===== src/rtl/count_seq.sv =====
// Run-control sequencer for the prescaled display counter: owns the tick
// prescaler and the 7-bit count and runs them under IDLE/RUN/PAUSE/DONE.
module count_seq #(
   parameter int TICK_DIV = 250000,
   parameter int DIV_W    = 18
) (
   input  logic       clk,
   input  logic       rstn,
   input  logic       start,
   input  logic       pause,
   input  logic       clear,
   input  logic       step,
   input  logic [6:0] limit,
   input  logic       auto_wrap,
   output logic [6:0] count,
   output logic       tick,
   output logic       busy,
   output logic       done,
   output logic [1:0] state
);

   typedef enum logic [1:0] {
      S_IDLE  = 2'd0,
      S_RUN   = 2'd1,
      S_PAUSE = 2'd2,
      S_DONE  = 2'd3
   } state_t;

   localparam logic [DIV_W-1:0] DIV_LAST = DIV_W'(TICK_DIV - 1);

   state_t           state_q, state_d;
   logic [DIV_W-1:0] div_q, div_d;
   logic [6:0]       count_q, count_d;
   logic             tick_q, tick_d;
   logic             busy_q, busy_d;
   logic             done_q, done_d;

   logic             req_start;
   logic             req_pause;
   logic             req_step;
   logic             tick_ev;
   logic             at_limit;
   logic [6:0]       count_inc;
   logic [6:0]       adv_count;
   logic             adv_done;

   // Only the highest-priority pulse is considered; the rest are dropped
   // even when the winner turns out to be a no-op in the current state.
   assign req_start = start & ~clear;
   assign req_pause = pause & ~clear & ~start;
   assign req_step  = step & ~clear & ~start & ~pause;

   assign tick_ev   = (state_q == S_RUN) && (div_q == DIV_LAST);

   // Shared advance rule for tick events and steps. Reaching the limit, or
   // already sitting at/above a lowered limit, terminates unless wrapping.
   assign at_limit  = (count_q >= limit);
   assign count_inc = count_q + 7'd1;
   assign adv_count = at_limit ? (auto_wrap ? 7'd0 : count_q) : count_inc;
   assign adv_done  = ~auto_wrap & (at_limit | (count_inc == limit));

   always_comb begin
      state_d = state_q;
      div_d   = div_q;
      count_d = count_q;
      tick_d  = 1'b0;

      if (clear) begin
         state_d = S_IDLE;
         count_d = 7'd0;
         div_d   = '0;
      end else begin
         case (state_q)
            S_IDLE: begin
               if (req_start) begin
                  state_d = S_RUN;
                  div_d   = '0;
               end else if (req_step) begin
                  count_d = adv_count;
                  if (adv_done) state_d = S_DONE;
               end
            end
            S_PAUSE: begin
               if (req_start) begin
                  state_d = S_RUN;
               end else if (req_step) begin
                  count_d = adv_count;
                  if (adv_done) state_d = S_DONE;
               end
            end
            S_DONE: begin
               if (req_start) begin
                  state_d = S_RUN;
                  count_d = 7'd0;
                  div_d   = '0;
               end
            end
            S_RUN: begin
               // A tick coinciding with pause still lands; DONE outranks PAUSE.
               if (tick_ev) begin
                  count_d = adv_count;
                  div_d   = '0;
                  tick_d  = 1'b1;
                  if (adv_done) begin
                     state_d = S_DONE;
                  end else if (req_pause) begin
                     state_d = S_PAUSE;
                  end
               end else if (req_pause) begin
                  state_d = S_PAUSE;
               end else begin
                  div_d = div_q + DIV_W'(1);
               end
            end
            default: begin
               state_d = S_IDLE;
            end
         endcase
      end

      busy_d = (state_d == S_RUN);
      done_d = (state_d == S_DONE);
   end

   always_ff @(posedge clk or negedge rstn) begin
      if (!rstn) begin
         state_q <= S_IDLE;
         div_q   <= '0;
         count_q <= 7'd0;
         tick_q  <= 1'b0;
         busy_q  <= 1'b0;
         done_q  <= 1'b0;
      end else begin
         state_q <= state_d;
         div_q   <= div_d;
         count_q <= count_d;
         tick_q  <= tick_d;
         busy_q  <= busy_d;
         done_q  <= done_d;
      end
   end

   assign count = count_q;
   assign tick  = tick_q;
   assign busy  = busy_q;
   assign done  = done_q;
   assign state = state_q;

endmodule


===== config.mk =====
export PLATFORM = sky130hd
export DESIGN_NAME = count_seq
export DESIGN_NICKNAME = d
export VERILOG_FILES = /design/src/rtl/count_seq.sv
export SDC_FILE = /design/constraint.sdc
export NUM_CORES = 1
export LEC_CHECK = 0
export BUFFER_PORTS_ARGS = -buffer_cell sky130_fd_sc_hd__buf_2
export CAP_MARGIN = 20
export CORE_ASPECT_RATIO = 0.5
export CORE_UTILIZATION = 58
export CTS_BUF_LIST = sky130_fd_sc_hd__clkbuf_16
export DETAILED_ROUTE_END_ITERATION = 7
export PLACE_DENSITY_LB_ADDON = 0.1
export SLEW_MARGIN = 10
export SYNTH_ARGS = -nofsm -noshare
export SYNTH_HDL_FRONTEND = slang
export SYNTH_SLANG_ARGS = --single-unit

===== constraint.sdc =====
create_clock -name clk -period 2.6 [get_ports clk]
set_clock_uncertainty 0.15 [all_clocks]
set_input_delay 0.13 -clock clk [delete_from_list [all_inputs] [get_ports clk]]
set_output_delay 0.13 -clock clk [all_outputs]
set_load 0.05 [all_outputs]

==> flow_summary.ini, run 1 <==
[status]
status = finished clean

[clock_tree]
ctsLongestPathBuffers = 2
worstSkewPairLatency_ps = 270
post_cts_buffers = 0
cts-root-buf = clkbuf_16
cts_num_sinks = 30
tritoncts = built
clk_pin_slew_ps = 50
cts_inserted_buffers = 5
htree_levels = 2

[layout]
area_growth_syn_to_layout_pct = 17.0
n_fill_cell = 236
drive_gt1_share_pct = 14.7
nNetsFinal = 310
antenna_cells = 0

[drt]
vias = 1958
firstDrtPassIters = 4
route.detailed.drc = 0
drtIter0Drc = 120
wl_um = 5030
wl_per_cell_um = 15.1
ant_nets = 0
vias_per_cell = 5.88

[sta]
slew_headroom_pct = 54.9
fin_setup_tns_ps = 0
finalHoldViolations = 0
period_minus_slack_ps = 2460
tightest_slew_ps = 677
setup_violations = 0
finalCritPeriodShare_pct = 94.6
finalWorstSetupSlack_ps = 140
rsz0062_at_grt = false
drv_slew = 0
max_freq_mhz = 407

[worst_setup_path]
cp_slowest_stage_delay_ps = 410
cp_slowest_cell = nor4_1
path_class = reg2reg
end_kind = flop
crit_path_cell_trace = nor4_1 > nand4b_1 > o211ai_4 > nand3_4 > or4_1 > a21oi_1
required_ps = 2650
path_max_fanout = 8
cp-start-kind = flop
arrival_ps = 2500

[yosys]
netlist_instances = 252
synth_top_family_by_area = simple AND/OR/NAND/NOR gates
synth_nets = 277
syn-mean-instance-area_um2 = 8.30
synth_edf_count = 0
synthAdderAreaFrac_pct = 6.58
ys_types = 39
async_flop_share_pct = 100
synth_compound_area_share_pct = 21.3
synth_area_leaders = dfrtp_1, o21ai_0, ha_1, nand2_1, a21oi_1
synth.largest_area_cell = dfrtp_1
synth-seq-cells = 30
synth.area.mux_share_pct = 0.478
synth_xor_area_share_pct = 4.61
ys.flop_type = dfrtp_1
synthMostInstantiatedCell = dfrtp_1
synth_area_um2 = 2090
synth_top_area_share_pct = 35.9
synth.top_cells.by_count = dfrtp_1, o21ai_0, nand2_1
ys_seq_area_share_pct = 35.9
synth-simple-area-share_pct = 27.6
ys.warnings.count = 0

[die]
die-width_um = 86.9
rows = 14
core_area_um2 = 3210
die_h_um = 44.5
ios = 26
dieArea_um2 = 3870
initial_core_util_pct = 65.3

[pwr]
p_int_uw = 902
p_comb_share_pct = 18.6
clkPwrFrac_pct = 42.2
irDropWorstVdd_v = 0.000423
netSwitchingFraction_pct = 29.3
switchingPower_uw = 374
seqPwrFrac_pct = 39.1
power.leakage_uw = 0.00112
powerDensity_nw_per_um2 = 521

[global_routing]
grt_pass1_wl_um = 8170
grt_usage_pct = 28.4
grt_max_degree = 31
grt_pass1_vias = 1786
grt_overflow_total = 0
antenna_found_initial = 0

[place]
hpwl_um = 3510
port_buffers = 25
place.gp.congestion = 0.909
place_ws_ps = 83.2

[job]
drv_cap = 0

[worst_hold_path]
hold_path.class = in2reg
==> power by group through the flow <==
stage	Clock, uW	Sequential, uW	Combinational (uW)
floorplan	0	541	123
global placement	0	505	226
detailed placement	0	506	232
CTS	545	499	236
global route	568	503	264
finish	539	500	238
==> layout by cell type (no fill, tap or decap), types with 6 or more instances in the layout <==
cell type and count:
o21ai_0 29, nor3_1 8, buf_2 25, a31oi_1 8, o31ai_1 9, dfrtp_1 30
and3_1 6, nand3_1 10, nand4_1 6, and2_1 7, nor2_1 21, inv_1 15
nor2b_1 7, a21oi_1 16, ha_1 11, nand2_1 22, xor2_1 6
==> layout make-up <==
class | instances | area [um2] | area share [%]
Multi-Input combinational cell | 202 | 1270 | 52.0
Sequential cell | 30 | 751 | 30.7
Timing Repair Buffer | 31 | 173 | 7.05
Clock buffer | 5 | 125 | 5.11
Tap cell | 48 | 60.1 | 2.45
Inverter | 15 | 56.3 | 2.30
Clock inverter | 2 | 10.0 | 0.409
==> worst max-delay path, delay by kind of cell (launching register included) <==
kind	cells	cell delay, ps
AOI/OAI and AO/OA	2	570
and+or+nand+nor	4	1270
DFF	1	400
==> flip-flops by register name, indices dropped and copies added (netlist names) <==
| register | flops |
|---|---|
| div_q | 18 |
| count | 7 |
| state | 2 |
| busy | 1 |
| done | 1 |
| tick | 1 |
==> repair_timing <==
action,CTS,global route
hold endpoints to repair,30,0
setup endpoints to repair,0,1
gates resized for setup,0,1
hold buffers,1,0
==> per-layer routing <==
layer	up-vias	part of all wire, %	global-route usage, %
li1	989	-	-
met1	905	46	35.2
met2	58	47	51.3
met3	6	6.0	6.53
met4	0	0.74	7.33
met5	-	0	0
==> through the flow <==
step / hold WS (ps) / instances / power, uW / cell area [um2] / utilization, %
2_1_floorplan: -316 / 252 / 664 / 2090 / -
6_report: 82.8 / 333 / 1280 / 2450 / 76.4
3_5_place_dp: 58.9 / 325 / 738 / 2300 / 71.6
4_1_cts: 73.0 / 333 / 1280 / 2440 / 76.2
3_3_place_gp: 43.8 / 325 / 731 / 2300 / 71.6
5_1_grt: 109 / 333 / 1330 / 2450 / 76.4
==> worst paths after layout <==
check                      cells past startpoint  slack [ps]   endpoint  startpoint
setup / recovery                               6         140  div_q[17]   div_q[10]
hold / removal                                 2          80   count[6]       clear
setup reg to reg                               6         140  div_q[17]   div_q[10]
hold reg to reg                                1         340  div_q[16]   div_q[16]
max in group asynchronous                      2        1590   count[0]        rstn
min in group asynchronous                      2         280  div_q[10]        rstn
==> logic make-up (layout without fill, tap and decap cells) <==
kind of cell	count (synthesis)	count (layout)
mux	1	1
buf+inv	20	53
xor+xnor	11	11
simple gates	106	106
fa+ha+maj	11	11
compound gates	73	73
flops	30	30
(Power assumes the default switching activity.)
==> run 2: changes to the inputs <==
--- a/config.mk
+++ b/config.mk
@@ -11,7 +11,7 @@
 export CORE_UTILIZATION = 58
 export CTS_BUF_LIST = sky130_fd_sc_hd__clkbuf_16
 export DETAILED_ROUTE_END_ITERATION = 7
-export PLACE_DENSITY_LB_ADDON = 0.1
+export PLACE_DENSITY = 0.85
 export SLEW_MARGIN = 10
 export SYNTH_ARGS = -nofsm -noshare
 export SYNTH_HDL_FRONTEND = slang
==> flow_summary.ini, run 2 (synthesized netlist as in run 1, its figures left out) <==
[layout]
final_common_cell = dfrtp_1
nNetsFinal = 309
n_fill_cell = 234
area_growth_syn_to_layout_pct = 16.8
layout_common_cells = dfrtp_1, o21ai_0, buf_2
postLayoutCoreUtil_pct = 76.2
largest_reg_flops = 18
drive_gt1_share_pct = 14.0
regMostFlops = div_q
antenna_cells = 0

[worst_hold_path]
hold_depth = 2
hold_path.class = in2reg

[worst_setup_path]
reg2reg_slack_ps = 250
required_ps = 2640
r2r_start = div_q[10]
end_kind = flop
reg2reg_to = div_q[15]
reg2reg_depth = 6
cp-start-kind = flop
arrival_ps = 2400
path_class = reg2reg
path_max_fanout = 8
critPathCapture = div_q[15]
worstSetupStartpoint = div_q[10]

[pwr]
irDropWorstVdd_v = 0.000457
powerDensity_nw_per_um2 = 519
finalPower_uw = 1270
power.leakage_uw = 0.00112

[sta]
slew_headroom_pct = 56.5
finalWorstSetupSlack_ps = 246
period_minus_slack_ps = 2350
setup_violations = 0
finalCritPeriodShare_pct = 90.6
fin_setup_tns_ps = 0
finalHoldViolations = 0
max_freq_mhz = 425
drv_slew = 0
tightest_slew_ps = 653
rsz0062_at_grt = false

[status]
status = finished clean

[drt]
drtIter0Drc = 172
wl_um = 4850
firstDrtPassIters = 5
vias_per_cell = 6.03
wl_per_cell_um = 14.6
vias = 2007
ant_nets = 0
route.detailed.drc = 0

[clock_tree]
cts_num_sinks = 30
ctsLongestPathBuffers = 2
cts-root-buf = clkbuf_16
cts_inserted_buffers = 5
worstSkewPairLatency_ps = 280
clk_pin_slew_ps = 50
htree_levels = 2
tritoncts = built

[die]
core_area_um2 = 3210
die-width_um = 86.9
die_h_um = 44.5
ios = 26
dieArea_um2 = 3870
initial_core_util_pct = 65.3
rows = 14

[place]
port_buffers = 25
place.gp.congestion = 0.857
place_ws_ps = 154
hpwl_um = 3560

[global_routing]
grt_pass1_wl_um = 8080
grt_overflow_total = 0
grt_max_degree = 31
grt_usage_pct = 28.3
antenna_found_initial = 0
grt_pass1_vias = 1765

[job]
drv_cap = 0
run 2: area by class of cell:
class	count	area, um2	area share [%]
clock inverters	3	12.5	0.512
well taps	48	60.1	2.46
multi-input cells	202	1270	52.1
inverters	15	56.3	2.30
flip-flops and latches	30	751	30.7
clock buffers	5	125	5.12
repair buffers	30	165	6.76
run 2: layer usage:
| metal | GRT usage (%) | vias up | wire length [um] | share of wire, % |
|---|---|---|---|---|
| met3 | 6.53 | 13 | 392 | 8.1 |
| met4 | 11.3 | 0 | 76 | 1.6 |
| met5 | 0 | - | 0 | 0 |
| li1 | - | 986 | - | - |
| met2 | 47.7 | 98 | 2220 | 46 |
| met1 | 36.2 | 910 | 2160 | 44 |
run 2: per-stage QoR:
stage               hold WS [ps]  std cells  instance area [um2]
global placement            39.8        324                 2290
floorplan                   -316        252                 2090
global route                85.1        333                 2440
finish                      73.1        333                 2440
CTS                         55.2        333                 2440
detailed placement          51.4        324                 2290
run 2: how the worst min path moves through the flow:
stage | slack, ps | from | endpoint
after floorplan | -320 | rstn | busy
after global placement | 40 | rstn | div_q[1]
after detailed placement | 50 | rstn | div_q[1]
after CTS | 60 | clear | count[6]
after global routing | 90 | clear | count[6]
final | 70 | clear | count[6]
run 2: critical path, cell delays in order, from the launching register on:
cell      delay (ps)
dfrtp_1          400
nor4_1           330
nand4b_1         290
o211ai_4         390
nand3_4          110
or4_1            420
a21oi_1          180
run 2: power by group:
group          switching, uW  internal [uW]  leakage (uW)
clock                    191            344     0.0000724
combinational            158           75.3      0.000634
sequential              18.7            481      0.000415
run 2: what timing repair did:
action	in CTS	in global routing
resized for setup	0	1
hold buffers	1	0
endpoints found under the hold margin	30	0
buffers inserted	0	0
setup endpoints to repair	0	1
==> run 3: changes to the inputs <==
--- a/config.mk
+++ b/config.mk
@@ -7,11 +7,11 @@
 export LEC_CHECK = 0
 export BUFFER_PORTS_ARGS = -buffer_cell sky130_fd_sc_hd__buf_2
 export CAP_MARGIN = 20
-export CORE_ASPECT_RATIO = 0.5
+export CORE_ASPECT_RATIO = 1.75
 export CORE_UTILIZATION = 58
-export CTS_BUF_LIST = sky130_fd_sc_hd__clkbuf_16
 export DETAILED_ROUTE_END_ITERATION = 7
 export PLACE_DENSITY = 0.85
+export SKIP_LAST_GASP = 1
 export SLEW_MARGIN = 10
 export SYNTH_ARGS = -nofsm -noshare
 export SYNTH_HDL_FRONTEND = slang
==> flow_summary.ini, run 3 (synthesized netlist as in run 1, its figures left out) <==
[worst_setup_path]
reg2reg_slack_ps = 190
worstSetupStartpoint = div_q[8]
r2r_start = div_q[8]
arrival_ps = 2470
end_kind = flop
cp-start-kind = flop
critPathCapture = div_q[15]
path_max_fanout = 8
reg2reg_to = div_q[15]
path_class = reg2reg
required_ps = 2660
reg2reg_depth = 6

[layout]
regMostFlops = div_q
area_growth_syn_to_layout_pct = 15.3
antenna_cells = 0
layoutNonFillerInstCount = 330
drive_gt1_share_pct = 14.7
largest_reg_flops = 18
layout_common_cells = dfrtp_1, o21ai_0, buf_2
final_common_cell = dfrtp_1
n_fill_cell = 308
nNetsFinal = 309

[clock_tree]
tritoncts = built
clk_pin_slew_ps = 60
cts-root-buf = clkbuf_8
htree_levels = 2
cts_inserted_buffers = 5
worstSkewPairLatency_ps = 290
ctsLongestPathBuffers = 2
cts_num_sinks = 30
post_cts_buffers = 0

[sta]
rsz0062_at_grt = false
tightest_slew_ps = 693
max_freq_mhz = 416
holdWs_ps = 64.5
finalHoldViolations = 0
slew_headroom_pct = 53.5
finalCritPeriodShare_pct = 92.6
period_minus_slack_ps = 2410
drv_slew = 0
setup_violations = 0
fin_setup_tns_ps = 0

[global_routing]
grt_overflow_total = 0
grt_max_degree = 31
grt_pass1_wl_um = 8620
use_met2_pct = 56.3
grtUsageMet1_pct = 30.8
grt_usage_pct = 31.0
busiest_layer = met2
use_met3_pct = 7.25
grt_pass1_vias = 2046
antenna_found_initial = 0

[pwr]
power.leakage_uw = 0.00111
irDropWorstVdd_v = 0.000536
powerDensity_nw_per_um2 = 488

[die]
die_h_um = 81.5
core_area_um2 = 3400
dieArea_um2 = 3860
rows = 28
initial_core_util_pct = 61.6
ios = 26
die-width_um = 47.4

[job]
drv_cap = 0

[place]
dpl.cell_count = 321
port_buffers = 25
hpwl_um = 3900
place.gp.congestion = 0.921

[drt]
route.detailed.drc = 0
vias = 2035
drtIter0Drc = 55
wl_per_cell_um = 15.5
wl_um = 5120
firstDrtPassIters = 4
vias_per_cell = 6.17
ant_nets = 0

[status]
status = finished clean

[worst_hold_path]
hold_path.class = in2reg
==> run 3: through the flow <==
step           instance area (um2)  utilization (%)  setup WS (ps)  total power, uW
6_report                      2410             71.0            193             1180
5_1_grt                       2410             71.0           37.2             1230
4_1_cts                       2400             70.8            113             1180
3_5_place_dp                  2280             67.2            132              740
3_3_place_gp                  2280             67.2            205              733
2_1_floorplan                 2090                -            187              664
==> run 3: worst max-delay path: stages, from the launching register on <==
cell,delay [ps]
dfrtp_1,460
nor4_1,320
nand4b_1,310
o211ai_4,400
nand3_4,120
or4_1,410
a21oi_1,150
==> run 3: cell type report <==
class | count | area [um2] | share of cell area [%]
Clock buffer | 8 | 110 | 4.56
Inverter | 15 | 56.3 | 2.33
Multi-Input combinational cell | 202 | 1270 | 52.8
Sequential cell | 30 | 751 | 31.1
Tap cell | 45 | 56.3 | 2.33
Timing Repair Buffer | 30 | 165 | 6.85
==> run 3: how the worst min path moves through the flow <==
stage               start        to  slack [ps]  depth (start not counted)
floorplan            rstn      busy        -320                          0
global placement     rstn      busy          50                          1
detailed placement   rstn  div_q[0]          50                          1
CTS                 clear  count[6]          60                          2
global route        clear  count[6]         100                          2
finish              clear  count[6]          60                          2
==> run 3: report_power, final <==
part           switching [uW]  internal [uW]  leakage, uW  total (uW)
logic                     162           75.4     0.000634         237
registers                18.3            480     0.000415         498
clock network             175            267    0.0000575         442
==> run 3: metal layers <==
layer | vias to the layer above | wire length [um] | part of all wire [%]
met3 | 19 | 171 | 3.3
met4 | 0 | 145 | 2.8
met2 | 60 | 2890 | 56
met1 | 971 | 1910 | 37
met5 | - | 0 | 0
li1 | 985 | - | -
==> run 3: what timing repair did <==
item | 4_1_cts | 5_1_grt
endpoints found under the hold margin | 30 | 0
endpoints found under the setup margin | 0 | 2
gates resized for setup | 0 | 1
hold buffers | 1 | 0
